--- src/rtl/survivor_mem_arbiter.sv ---
// survivor_mem_arbiter: shares one single-port survivor RAM between the ACS writer and traceback reader.
// Optional build macro SURV_MEM_RR_EN selects round-robin arbitration instead of write priority with starvation escape.
`default_nettype none

module survivor_mem_arbiter #(
  parameter int DATA_W     = 4,
  parameter int DEPTH      = 64,
  parameter int ADDR_W     = 6,
  parameter int STARVE_MAX = 3
) (
  input  logic              CLK,
  input  logic              RST,
  input  logic              flush,
  input  logic              wr_req,
  input  logic [DATA_W-1:0] wr_data,
  output logic              wr_ready,
  input  logic              rd_req,
  input  logic [ADDR_W-1:0] rd_addr,
  output logic              rd_ready,
  output logic              rd_valid,
  output logic [DATA_W-1:0] rd_data,
  output logic              mem_en,
  output logic              mem_we,
  output logic [ADDR_W-1:0] mem_addr,
  output logic [DATA_W-1:0] mem_wdata,
  input  logic [DATA_W-1:0] mem_rdata,
  output logic [ADDR_W-1:0] wr_ptr,
  output logic              frame_done
);

  typedef enum logic [0:0] {FILL = 1'b0, RUN = 1'b1} state_t;

  localparam logic [ADDR_W-1:0] LAST_ADDR = ADDR_W'(DEPTH - 1);

  state_t            state_q;
  logic [ADDR_W-1:0] wr_ptr_q;
  logic              frame_done_q;
  logic              rd_valid_q;
  logic              wr_gnt;
  logic              rd_gnt;

`ifdef SURV_MEM_RR_EN
  logic last_rd_q;  // 1 = read was granted last; reset value hands the first conflict to the writer
`else
  localparam int SC_W = (STARVE_MAX < 1) ? 1 : $clog2(STARVE_MAX + 1);
  logic [SC_W-1:0] starve_q;
`endif

  always_comb begin
    wr_gnt = 1'b0;
    rd_gnt = 1'b0;
    if (!RST && !flush) begin
      if (state_q == FILL) begin
        wr_gnt = wr_req;
      end else begin
`ifdef SURV_MEM_RR_EN
        if (wr_req && rd_req) begin
          wr_gnt = last_rd_q;
          rd_gnt = !last_rd_q;
        end else begin
          wr_gnt = wr_req;
          rd_gnt = rd_req;
        end
`else
        if (rd_req && (starve_q == SC_W'(STARVE_MAX))) begin
          rd_gnt = 1'b1;
        end else begin
          wr_gnt = wr_req;
          rd_gnt = rd_req && !wr_req;
        end
`endif
      end
    end
  end

  assign wr_ready   = wr_gnt;
  assign rd_ready   = rd_gnt;
  assign mem_en     = wr_gnt | rd_gnt;
  assign mem_we     = wr_gnt;
  assign mem_addr   = wr_gnt ? wr_ptr_q : (rd_gnt ? rd_addr : '0);
  assign mem_wdata  = wr_gnt ? wr_data : '0;
  assign rd_valid   = rd_valid_q;
  assign rd_data    = RST ? '0 : mem_rdata;
  assign wr_ptr     = wr_ptr_q;
  assign frame_done = frame_done_q;

  always_ff @(posedge CLK or posedge RST) begin
    if (RST) begin
      state_q      <= FILL;
      wr_ptr_q     <= '0;
      frame_done_q <= 1'b0;
      rd_valid_q   <= 1'b0;
`ifdef SURV_MEM_RR_EN
      last_rd_q    <= 1'b1;
`else
      starve_q     <= '0;
`endif
    end else begin
      rd_valid_q   <= rd_gnt;
      frame_done_q <= wr_gnt && (wr_ptr_q == LAST_ADDR);
      if (flush) begin
        state_q   <= FILL;
        wr_ptr_q  <= '0;
`ifdef SURV_MEM_RR_EN
        last_rd_q <= 1'b1;
`else
        starve_q  <= '0;
`endif
      end else begin
        if (wr_gnt)
          wr_ptr_q <= (wr_ptr_q == LAST_ADDR) ? '0 : wr_ptr_q + ADDR_W'(1);
        if (state_q == FILL && wr_gnt && wr_ptr_q == LAST_ADDR)
          state_q <= RUN;
`ifdef SURV_MEM_RR_EN
        if (state_q == RUN && (wr_gnt || rd_gnt))
          last_rd_q <= rd_gnt;
`else
        // Only denials in RUN age the read; FILL denials are by design, not contention.
        if (rd_gnt || state_q == FILL)
          starve_q <= '0;
        else if (rd_req)
          starve_q <= starve_q + SC_W'(1);
`endif
      end
    end
  end

endmodule

`default_nettype wire

--- config.mk ---
export PLATFORM = sky130hd
export DESIGN_NAME = survivor_mem_arbiter
export DESIGN_NICKNAME = d
export VERILOG_FILES = /design/src/rtl/survivor_mem_arbiter.sv
export SDC_FILE = /design/constraint.sdc
export NUM_CORES = 1
export LEC_CHECK = 0
export CAP_MARGIN = 25
export CORE_MARGIN = 5
export CORE_UTILIZATION = 39
export CTS_CLUSTER_DIAMETER = 50
export DETAILED_ROUTE_END_ITERATION = 7
export GPL_ROUTABILITY_DRIVEN = 0
export PLACE_DENSITY = 0.91
export SYNTH_ARGS = -nofsm -noshare
export SYNTH_HDL_FRONTEND = slang
export SYNTH_SLANG_ARGS = --single-unit
--- constraint.sdc ---
create_clock -name CLK -period 2.72 [get_ports CLK]
set_input_delay 0.544 -clock CLK [delete_from_list [all_inputs] [get_ports CLK]]
set_output_delay 0.544 -clock CLK [all_outputs]
set_load 0.02 [all_outputs]
==> results.txt, run 1 <==
----------------------------------------------------
[Clocking]
  Total CTS buffers ... 3
  Clock root buffer master ... clkbuf_4
  TritonCTS Sinks ... 11
  H-tree levels ... 1
  Setup Fix Bufs, Post-CTS ... 0
  Buffer levels on the longest clock path ... 2
  Clock Latency Late Sink ... 0.27 ns
  TritonCTS clock tree ... yes
  Number of buffers added to fix hold violations after cts ... 0
  Register clock-pin slew on the reported worst setup and hold paths ... 0.06 ns

[Yosys]
  Count of mapped cells out of synthesis ... 74
  Number of flops mapped to enable cells by yosys ... 0
  Synthesized area ... 739 µm²
  Synthesized net count ... 95
  Total of flip-flops plus latches after synthesis ... 11
  Share of flip-flops with an asynchronous set or reset after synthesis ... 100%
  Flip-flop cell with the highest count after synthesis ... dfrtp_1
  Total of warnings raised by yosys ... 0
  Unique cell type count in the Yosys netlist ... 33
  Post-synthesis area per instance ... 9.99 µm²
  Share of synthesized area occupied by flip-flops and latches ... 37.2%

[Worst hold path]
  Path type of the worst min-delay path ... flop to flop
  Startpoint of the worst hold path ... starve_q[0]

[Setup path]
  Crit. End Element ... output port
  Origin of the critical flop-to-flop path ... starve_q[0]
  Largest delay contributor family on the critical path ... buffers and inverters
  Worst setup path category ... input pin to output port
  Crit-path cells ... clkdlybuf4s50_1, and3_4, nor3_2, buf_4, a22o_1, dlygate4sd2_1
  Worst path buffer plus inverter count ... 3
  Crit path DAT ... 2.06 ns
  Startpoint kind of the worst setup timing path ... input pin
  CP Max Fanout ... 9
  Longest individual stage delay on the worst path ... 0.48 ns
  CP Launch Point ... rd_req
  Req. time, crit path ... 2.18 ns
  Slowest cell on the critical path ... clkdlybuf4s50_1

[Floorplanning]
  Core outline area ... 1760 µm²
  Effective utilization at floorplan ... 41.9%
  Die ar. ... 2870 µm²
  Die boundary height ... 53.5 µm
  Standard-cell row count ... 15
  Ports ... 45
  Horizontal extent of the die ... 53.5 µm

[Routing]
  1st-pass router iterations ... 8
  DRC errors left ... 0
  Number of nets with antenna violations after detailed routing ... 0
  Number of vias per cell after detailed routing ... 5.77
  Vias after detailed routing ... 906
  Per-cell routed wire length ... 15.6 µm
  DRC violation total after the first TritonRoute iteration ... 32
  Overall routed net length ... 2440 µm

[Power and ir drop]
  Comb power frac ... 24.2%
  Reg power frac ... 45.6%
  Net load switching power ... 0.000101 W
  Clock share of power ... 30.1%
  Peak supply drop ... 0.181 mV
  Internal power component ... 0.000274 W
  Switching power share of the total ... 26.8%
  P per Cell Area ... 289 nW/µm²
  Leakage power ... 0.615 nW

[Flow run]
  Max-cap viol count ... 0

[Timing]
  Actual transition at the worst max-transition pin ... 0.427 ns
  Hold WS ... 0.574 ns
  Final worst-path cycle share ... 95.8%
  Hold violation total from the final report ... 0
  Max-Slew Margin vs Limit ... 71.5%
  Total of endpoints with negative setup slack in the final report ... 0
  Final critical path time including I/O delays and setup ... 2.61 ns
  RSZ-0062 raised after global routing ... false
  Setup Skew ... 0.00770 ns
  Max Freq ... 384 MHz
  Final Max Tran Viols ... 0

[Global route]
  Overflow after GRT ... 0
  Wire length of the first global-routing pass ... 3820 µm
  GR Util All Layers ... 19.1%
  Initial antenna violation count ... 0
  Number of global-route vias before repair ... 832
  Maximum number of pins on one net before global-route repair ... 12

[Final layout]
  Antenna Cells ... 0
  Fraction of layout instances using a drive strength above 1 ... 15.2%
  Layout Cells excl Fill ... 157
  Filler cell count in the final layout ... 132
  Final Util ... 73.4%
  Post-synthesis to final-layout area growth ... 75.1%
  Layout Nets ... 154

[Place]
  Port buffer count ... 44
  # placed instances ... 153
  Post-DP HPWL ... 1900 µm

[Outcome]
  Status ... finished clean

----------------------------------------------------
synth_stat cells (2+ instances only):
master	instances	area [µm²]
dfrtp_1	11	275
a21oi_1	2	10.0
buf_6	2	22.5
a22o_1	6	52.6
inv_1	4	15.0
ha_1	2	25.0
nor2b_1	3	18.8
nor3_1	2	10.0
nand2b_1	2	12.5
nand3_1	6	30.0
o211ai_1	4	30.0
o31ai_1	2	15.0
and2b_1	2	15.0
o21ai_0	4	20.0
and3_1	4	25.0
final timing paths:
path,end,slack [ns],cells after the start
max in group asynchronous,wr_ptr[4],1.56,3
hold reg to reg,starve_q[0],0.57,2
hold / removal,starve_q[0],0.57,2
setup / recovery,mem_addr[0],0.11,6
min in group asynchronous,wr_ptr[1],0.86,3
setup reg to reg,wr_ptr[4],0.97,5
metrics by stage:
stage | total power, W | setup WS (ns) | cell area (µm²) | TNS (ns)
global placement | 0.000263 | -0.103 | 1280 | -1.04
CTS | 0.000369 | 0.103 | 1290 | 0
detailed placement | 0.000266 | -0.176 | 1280 | -1.53
finish | 0.000374 | 0.114 | 1290 | 0
floorplan | 0.000206 | 0.403 | 739 | 0
global route | 0.000390 | 0.00170 | 1290 | 0
worst reg2reg max path, delay by kind of cell, from the launching register on:
kind	cells	cell delay, ns
AOI/OAI and AO/OA	1	0.17
buffers and inverters	1	0.15
DFF	1	0.39
adders and majority gates	1	0.25
and+or+nand+nor	2	0.70
cell type report:
cell class | count | area (µm²) | share of cell area [%]
inverters | 4 | 15.0 | 1.16
repair buffers | 57 | 522 | 40.3
clock buffers | 4 | 26.3 | 2.03
flip-flops and latches | 11 | 275 | 21.3
well taps | 25 | 31.3 | 2.42
multi-input cells | 56 | 425 | 32.9
repair_timing:
action | CTS | global route
resized for setup | 15 | 1
pin swaps | 0 | 0
endpoints found under the setup margin | 14 | 1
routing by layer:
metal | wire length, µm | part of all wire, % | GRT usage [%]
met5 | 0 | 0 | 0
met4 | 79 | 3.2 | 11.9
met3 | 220 | 9.0 | 3.32
met2 | 1300 | 53 | 34.5
met1 | 844 | 35 | 20.3
registers in the layout (all words and copies together) (netlist names):
register / flops
state_q: 1
starve_q: 2
frame_done: 1
wr_ptr: 6
rd_valid: 1
power groups by stage:
stage                     clock network, W  registers [W]  logic [W]
after CTS                         0.000108       0.000171  0.0000911
final                             0.000113       0.000171  0.0000908
after global routing              0.000123       0.000171  0.0000963
after detailed placement                 0       0.000174  0.0000921
after floorplan                          0       0.000176  0.0000306
after global placement                   0       0.000173  0.0000893
cell families (layout without fill, tap and decap cells):
family	count (synthesis)	in the layout	share of synthesized area [%]
mux	1	1	1.35
buf+inv	7	65	6.09
xor+xnor	1	1	1.18
simple gates	32	32	31.1
compound gates	20	20	19.6
fa+ha+maj	2	2	3.38
flops	11	11	37.2
layout by cell type (no fill, tap or decap), types with 2 or more instances in the layout:
master           synthesis  layout
and3_1                   4       4
nand2b_1                 2       2
a22o_1                   6       6
and2b_1                  2       2
nor2b_1                  3       3
ha_1                     2       2
buf_4                    1      13
nand3_1                  6       6
o31ai_1                  2       2
clkbuf_4                 0       3
o211ai_1                 4       4
clkdlybuf4s50_1          0      30
o21ai_0                  4       4
a21oi_1                  2       2
dlygate4sd2_1            0      13
inv_1                    4       4
nor3_1                   2       2
dfrtp_1                 11      11
Power figures use the tool's default switching activity.
==> run 2, diff against run 1 <==
--- a/config.mk
+++ b/config.mk
@@ -12,6 +12,7 @@
 export DETAILED_ROUTE_END_ITERATION = 7
 export GPL_ROUTABILITY_DRIVEN = 0
 export PLACE_DENSITY = 0.91
+export SLEW_MARGIN = 20
 export SYNTH_ARGS = -nofsm -noshare
 export SYNTH_HDL_FRONTEND = slang
 export SYNTH_SLANG_ARGS = --single-unit
==> results of run 2 <==
Same layout as run 1: the final DEF is identical, and so are final timing and power.
==> run 3, diff against run 2 <==
--- a/config.mk
+++ b/config.mk
@@ -12,6 +12,7 @@
 export DETAILED_ROUTE_END_ITERATION = 7
 export GPL_ROUTABILITY_DRIVEN = 0
 export PLACE_DENSITY = 0.91
+export REMOVE_ABC_BUFFERS = 1
 export SLEW_MARGIN = 20
 export SYNTH_ARGS = -nofsm -noshare
 export SYNTH_HDL_FRONTEND = slang
==> run 3 against run 2 <==
Clock skew shrank 0.0071 ns. Register-to-register slack better by 0.02 ns. Die area is the same. Routed wire length up 7.7%. Combinational power down 0.8%. Fmax shrank 1.4%. Sequential cell count unchanged. Via count shrank 4.4%. Global-route usage rose by 1.5 points. Largest power group unchanged. Highest routed layer unchanged.
==> results.txt, run 3 (synthesis results as in run 1) <==
----------------------------------------------------
[Routing]
  Number of nets with antenna violations after detailed routing ... 0
  DRC violation total after the first TritonRoute iteration ... 15
  DRC errors left ... 0
  Number of vias per cell after detailed routing ... 5.55
  Per-cell routed wire length ... 16.9 µm
  1st-pass router iterations ... 4
  Overall routed net length ... 2630 µm
  Vias after detailed routing ... 866

[Setup path]
  Worst setup path category ... input pin to output port
  Largest delay contributor family on the critical path ... buffers and inverters
  Slowest cell on the critical path ... clkdlybuf4s50_1
  Req. time, crit path ... 2.18 ns
  Longest individual stage delay on the worst path ... 0.62 ns
  Startpoint kind of the worst setup timing path ... input pin
  Crit-path cells ... clkdlybuf4s50_1, buf_4, and2b_1, clkdlybuf4s50_1
  Crit. End Element ... output port
  Worst path buffer plus inverter count ... 3
  Most frequent CP cell ... clkdlybuf4s50_1
  Crit path DAT ... 2.10 ns
  Setup slack of the worst register-to-register path ... 0.99 ns
  CP Max Fanout ... 5

[Clocking]
  Register clock-pin slew on the reported worst setup and hold paths ... 0.07 ns
  Setup Fix Bufs, Post-CTS ... 0
  Clock Latency Late Sink ... 0.27 ns
  H-tree levels ... 1
  Buffer levels on the longest clock path ... 2
  TritonCTS clock tree ... yes
  Total CTS buffers ... 3
  Clock root buffer master ... clkbuf_4
  TritonCTS Sinks ... 11

[Power and ir drop]
  Leakage power ... 0.614 nW
  Peak supply drop ... 0.208 mV
  Total power ... 0.000375 W
  P per Cell Area ... 291 nW/µm²

[Global route]
  Overflow after GRT ... 0
  Initial antenna violation count ... 0
  Wire length of the first global-routing pass ... 4340 µm
  Number of global-route vias before repair ... 845
  Maximum number of pins on one net before global-route repair ... 12
  GR Util All Layers ... 20.6%

[Timing]
  Final Max Tran Viols ... 0
  Final critical path time including I/O delays and setup ... 2.64 ns
  RSZ-0062 raised after global routing ... false
  Actual transition at the worst max-transition pin ... 0.449 ns
  Hold violation total from the final report ... 0
  Max-Slew Margin vs Limit ... 70.0%
  Worst path setup slack after routing ... 0.0756 ns
  Max Freq ... 378 MHz
  Setup Skew ... 0.000571 ns
  Final worst-path cycle share ... 97.2%
  Total of endpoints with negative setup slack in the final report ... 0

[Final layout]
  Post-synthesis to final-layout area growth ... 73.9%
  Max reg flops ... 6
  Commonest non-fill, non-tap cell in the layout ... clkdlybuf4s50_1
  Most used cells in the layout excluding fill and tap cells ... 30 x clkdlybuf4s50_1, 14 x dlygate4sd2_1, 12 x buf_4
  Fraction of layout instances using a drive strength above 1 ... 14.5%
  Antenna Cells ... 0
  Layout Nets ... 153

[Place]
  Worst slack after detailed placement ... -0.225 ns
  Port buffer count ... 44
  Post-DP HPWL ... 2140 µm

[Floorplanning]
  Horizontal extent of the die ... 53.5 µm
  Standard-cell row count ... 15
  Core outline area ... 1760 µm²
  Ports ... 45
  Die ar. ... 2870 µm²
  Effective utilization at floorplan ... 41.9%
  Die boundary height ... 53.5 µm

[Flow run]
  Max-cap viol count ... 0

[Worst hold path]
  Path type of the worst min-delay path ... flop to flop

[Outcome]
  Status ... finished clean

----------------------------------------------------
## run 3: what timing repair did
item                                    4_1_cts  5_1_grt
gates resized for setup                      15        0
hold buffers                                  0        0
endpoints found under the setup margin       14        0
## run 3: report_power, final
part | switching (W) | total, W | internal, W
clock network | 0.0000567 | 0.000114 | 0.0000569
logic | 0.0000398 | 0.0000901 | 0.0000503
registers | 0.00000521 | 0.000171 | 0.000166
## run 3: area by class of cell
class / count / area [µm²]
clock buffer: 4 / 26.3
fill: 120 / 478
inverter: 4 / 15.0
multi-input combinational: 56 / 425
sequential: 11 / 275
tap: 25 / 31.3
timing repair buffer: 56 / 513
## run 3: through the flow
step           hold WS [ns]  setup TNS (ns)  std cells  utilization, %  area, µm²
2_1_floorplan         0.396               0         71               -        709
3_3_place_gp          0.543           -1.11        152            72.1       1270
3_5_place_dp          0.583           -2.03        152            72.1       1270
4_1_cts               0.592               0        156            72.9       1290
5_1_grt               0.609               0        156            72.9       1290
6_report              0.591               0        156            72.9       1290
## run 3: tightest hold or removal path: cells and delay by family (launching register included)
family / cells / cell delay [ns]
flip-flops: 1 / 0.38
XOR/XNOR: 1 / 0.13
AND/OR/NAND/NOR: 1 / 0.05
## run 3: path summary, 6_finish.rpt
path,from,depth (start not counted),endpoint
setup reg to reg,starve_q[0],5,wr_ptr[4]
hold / removal,starve_q[0],2,starve_q[0]
min in group asynchronous,RST,2,frame_done
max in group asynchronous,RST,2,starve_q[1]
hold reg to reg,starve_q[0],2,starve_q[0]
setup / recovery,RST,4,rd_data[1]
## run 3: routing by layer
| metal | vias to the layer above | wire [µm] | global-route usage (%) |
|---|---|---|---|
| met1 | 422 | 1040 | 24.9 |
| met3 | 5 | 200 | 4.16 |
| met4 | 0 | 28 | 6.38 |
| met2 | 41 | 1370 | 36.3 |
| li1 | 398 | - | - |
| met5 | - | 0 | 0 |
==> variant 1 (settings of run 1) <==
The option `SURV_MEM_RR_EN` is turned on by a define.
--- a/src/rtl/survivor_mem_arbiter.sv
+++ b/src/rtl/survivor_mem_arbiter.sv
@@ -1,6 +1,8 @@
 // survivor_mem_arbiter: shares one single-port survivor RAM between the ACS writer and traceback reader.
 // Optional build macro SURV_MEM_RR_EN selects round-robin arbitration instead of write priority with starvation escape.
 `default_nettype none
+
+`define SURV_MEM_RR_EN
 
 module survivor_mem_arbiter #(
   parameter int DATA_W     = 4,
Function: same outputs for any inputs over 10 cycles, from zero or initial values and one cycle with RST high; that may be too few to reach the edited logic, so the function may still have changed.
==> variant 1 against run 1 <==
  * Area after synthesis is 14% lower
  * Combinational power shrank 8.3%
  * Clock power rose by 22%
  * First-iteration DRC count is 31% lower
  * Cell count down 12%
  * Routed wire length shrank 6.9%
  * Non-clock buffer count is 2 lower
  * Worst setup slack got worse by 47 ps
  * Cell area down 11%
  * Sequential cell count down 1
  * Largest power group unchanged
  * Power is 0.21% higher
==> variant 1: results (changes against run 1) <==
[drt]
wl_mm=2.28  ; -6.9%
drt-pass1-iter-count=4  ; -4
drt-initial-drc-count=22  ; -31%
via_count=750  ; -17%

[logic_synthesis]
synth_area_leaders=dfrtp_1, a22o_1, nor2b_1, dfstp_2, a21oi_1
ys_top_cells_by_count=dfrtp_1, a22o_1, nor2b_1
syn_nets=87  ; -8.4%
synth-seq-area-share=0.393  ; +0.0211
async_flop_share=1.00  ; unchanged

[timing]
tightest_slew_ps=388  ; -38.7 ps
finClkSkew_ps=1.66  ; -6.03 ps

[worst_setup_path]
path_delay_family=buffers and inverters
worstPathArrival_ps=2110  ; +50 ps
critPathMaxStageDelay_ps=480  ; about the same
path_max_fanout=14  ; +5

[run_status]
run_status=finished clean

[grt]
grt_pass1_wl_mm=3.73  ; -2.5%
antenna_found_initial=0  ; unchanged
track_usage=0.187  ; -0.00337
grt_max_degree=15  ; +3

[power_and_ir_drop]
ir_drop_mv=0.208  ; +15%
p_leak_nw=0.536  ; -13%

[cells_and_area]
fin_nets=143  ; -7.1%
drive_gt1_frac=0.279  ; +0.127
largest_reg_flops=6  ; unchanged
antennaDiodeCount=0  ; unchanged

[clocking]
path_clk_slew_ps=70
insertion_delay_ps=270  ; about the same
ctsHtreeMaxLevel=1  ; unchanged
cts_buffers=3  ; unchanged
root_buffer=clkbuf_4

[placement]
place_area_sq_um=1170  ; -8.2%

==> variant 1: where the power goes <==
part	switching, W	internal, W	total [W]
registers	0.00000357	0.000150	0.000154
logic	0.0000349	0.0000484	0.0000833
clock network	0.0000565	0.0000815	0.000138
total	0.0000950	0.000280	0.000375
==> variant 1: timing repair <==
item	in CTS	in global routing
gates cloned	0	0
setup endpoints to repair	14	13
gates resized for setup	19	20
==> variant 1: cell type report <==
| cell class | instances | area (sq um) |
|---|---|---|
| Clock buffer | 4 | 36.3 |
| Fill cell | 106 | 369 |
| Inverter | 1 | 3.75 |
| Multi-Input combinational cell | 52 | 364 |
| Sequential cell | 10 | 251 |
| Tap cell | 16 | 20.0 |
| Timing Repair Buffer | 55 | 479 |
==> variant 1: final timing paths <==
path | start | end | slack (ps) | cells past startpoint
worst max-delay path | wr_req | wr_ready | 70 | 6
worst min-delay path | state_q | state_q | 540 | 1
worst max register to register | last_rd_q | wr_ptr[5] | 820 | 5
worst min register to register | state_q | state_q | 540 | 1
max in group asynchronous | RST | last_rd_q | 1670 | 3
min in group asynchronous | RST | wr_ptr[2] | 740 | 3
==> variant 1: per-layer routing <==
| layer | vias to the layer above | track usage | part of all wire |
|---|---|---|---|
| li1 | 356 | - | - |
| met2 | 23 | 0.353 | 0.56 |
| met4 | 0 | 0.0298 | 0.0044 |
| met5 | - | 0 | 0 |
| met3 | 3 | 0.0503 | 0.052 |
| met1 | 368 | 0.209 | 0.38 |
==> variant 1: cell families after synthesis <==
logic type	Yosys count	synth area share
compound gates	19	0.215
xor+xnor	1	0.0137
fa+ha+maj	1	0.0196
buf+inv	5	0.0391
flops	10	0.393
mux	1	0.0157
simple gates	30	0.303
==> variant 1: stage by stage <==
stage               std cells  utilization  setup slack [ps]  hold WS, ps  TNS (ps)
floorplan                  67            -               369          383         0
global placement          134        0.770              -235          520     -2910
detailed placement        134        0.770              -300          523     -3590
CTS                       138        0.787              1.58          538         0
global route              138        0.758              1.70          568         0
finish                    138        0.758              67.1          541         0
==> variant 1: worst reg2reg max path, cell delays in order, from the launching register on <==
cell and delay, ps:
dfstp_2 560, and3b_4 210, buf_4 140, or3b_4 400
or3_1 360, a21oi_1 160
==> variant 2 (flow settings as in run 1) <==
Made on the original files. Make the reset (`RST`) synchronous in one clocked block.
--- a/src/rtl/survivor_mem_arbiter.sv
+++ b/src/rtl/survivor_mem_arbiter.sv
@@ -84,7 +84,7 @@
   assign wr_ptr     = wr_ptr_q;
   assign frame_done = frame_done_q;
 
-  always_ff @(posedge CLK or posedge RST) begin
+  always_ff @(posedge CLK) begin
     if (RST) begin
       state_q      <= FILL;
       wr_ptr_q     <= '0;
Formal check against the unedited RTL: differs if RST is asserted again (counterexample within 4 cycles, from zero or initial values and one cycle with RST high); with RST held inactive, the same outputs for 10 cycles.
==> variant 2 against run 1 <==
  * Routed wire length is 20% lower
  * Die area is 6.4% lower
  * Global-route usage is 4.4 points lower
  * Power is 6.9% lower
  * Area after synthesis is 7.8% lower
  * Worst setup slack worse by 19 ps
  * Highest routed layer is now met3
  * Cell area is 8.4% lower
  * Utilization is 3.2 points lower
  * Sequential cell count stayed put
==> variant 2: results (changes against run 1) <==
[grt]
track_usage=0.146  ; -0.0444
grt_pass1_wl_mm=2.95  ; -23%
grt_pass1_vias=725  ; -13%
antenna_found_initial=0  ; unchanged
grt_max_degree=15  ; +3

[worst_setup_path]
r2r-end=wr_ptr[3]
worstReg2RegStart=starve_q[0]
worst-r2r-cell-count=5  ; unchanged
critPathLaunch=wr_req
rrSetupSlack_ps=1120  ; +150 ps
path_max_fanout=8  ; -1
crit_end=mem_addr[1]
worstPathArrival_ps=2080  ; +20 ps

[cells_and_area]
fin_nets=151  ; -1.9%
drive_gt1_frac=0.116  ; -0.0352
largest_reg_flops=6  ; unchanged
antennaDiodeCount=0  ; unchanged
num-fill-cells=151  ; +14%

[placement]
port_buffers=44  ; unchanged
place_hpwl_mm=1.69  ; -11%
dp_cells=142  ; -7.2%
place_area_sq_um=1180  ; -7.9%
pre_cts_ws_ps=-193  ; -16.3 ps

[drt]
vias_per_cell=5.48  ; -5.0%
wl_mm=1.95  ; -20%
wl_per_cell_microns=13.4  ; -14%
drt-initial-drc-count=13  ; -59%
drt-pass1-iter-count=4  ; -4

[timing]
finClkSkew_ps=1.01  ; -6.68 ps
timing.final.crit_share=0.965  ; +0.00693
tightest_slew_ps=270  ; -157 ps

[logic_synthesis]
syn_inst=77  ; +4.1%
syn_nets=98  ; +3.2%
async_flop_share=0  ; -1.00
yosysUniqueCellTypes=33  ; unchanged
netlist_area_sq_um=682  ; -7.8%
synth_edf_count=0  ; unchanged
synth_area_leaders=dfxtp_1, a22o_1, buf_6, a21oi_1, and2_1
ys_top_cells_by_count=dfxtp_1, a22o_1, a21oi_1, nand3_1
synth-seq-area-share=0.323  ; -0.0493

[clocking]
cts_buffers=3  ; unchanged
cts_buffer_depth=2  ; unchanged
root_buffer=clkbuf_4
insertion_delay_ps=260
path_clk_slew_ps=70

[power_and_ir_drop]
ir_drop_mv=0.249  ; +38%
p_leak_nw=0.501  ; -19%

[run_status]
run_status=finished clean

[job]
drv_cap=0  ; unchanged

variant 2: cell type report:
class / instances / share of cell area
Inverter: 2 / 0.00633
Multi-Input combinational cell: 59 / 0.344
Sequential cell: 11 / 0.186
Tap cell: 17 / 0.0179
Timing Repair Buffer: 53 / 0.424
Clock buffer: 4 / 0.0222
variant 2: worst max-delay path, cell delays in order:
cell and delay (ps):
clkdlybuf4s50_1 450, and2b_1 190, and4b_1 400, a22o_1 170, dlygate4sd2_1 330
variant 2: worst min-delay path by stage:
stage / end / from / depth (start not counted)
floorplan: starve_q[1] / starve_q[1] / 2
global placement: starve_q[1] / starve_q[1] / 2
detailed placement: starve_q[1] / starve_q[1] / 2
CTS: starve_q[1] / starve_q[1] / 2
global route: starve_q[1] / starve_q[1] / 2
finish: starve_q[1] / starve_q[1] / 2
variant 2: through the flow:
stage / total power, W / TNS [ps] / utilization / hold WS, ps
6_report: 0.000348 / 0 / 0.702 / 478
5_1_grt: 0.000371 / 0 / 0.702 / 504
4_1_cts: 0.000356 / 0 / 0.702 / 488
3_5_place_dp: 0.000247 / -2070 / 0.697 / 478
3_3_place_gp: 0.000246 / -1740 / 0.697 / 455
2_1_floorplan: 0.000195 / 0 / - / 446
variant 2: kinds of logic after synthesis:
logic type,share of synthesized area
flops,0.323
buf+inv,0.0789
fa+ha+maj,0.0367
compound gates,0.213
simple gates,0.349
variant 2: where the power goes:
group          switching [W]  total [W]  leakage [nW]  internal, W
clock network      0.0000515   0.000108        0.0150    0.0000566
logic              0.0000298  0.0000772         0.397    0.0000474
registers         0.00000129   0.000163        0.0887     0.000162
variant 2: per-layer routing:
metal	global-route usage	part of all wire	vias to the layer above
li1	-	-	392
met1	0.142	0.40	366
met2	0.280	0.48	42
met3	0.0430	0.12	0
met4	0.0655	0	0
met5	0	0	-
variant 2: timing repair:
action | 4_1_cts | 5_1_grt
setup endpoints to repair | 14 | 0
buffers inserted | 0 | 0
gates resized for setup | 14 | 0
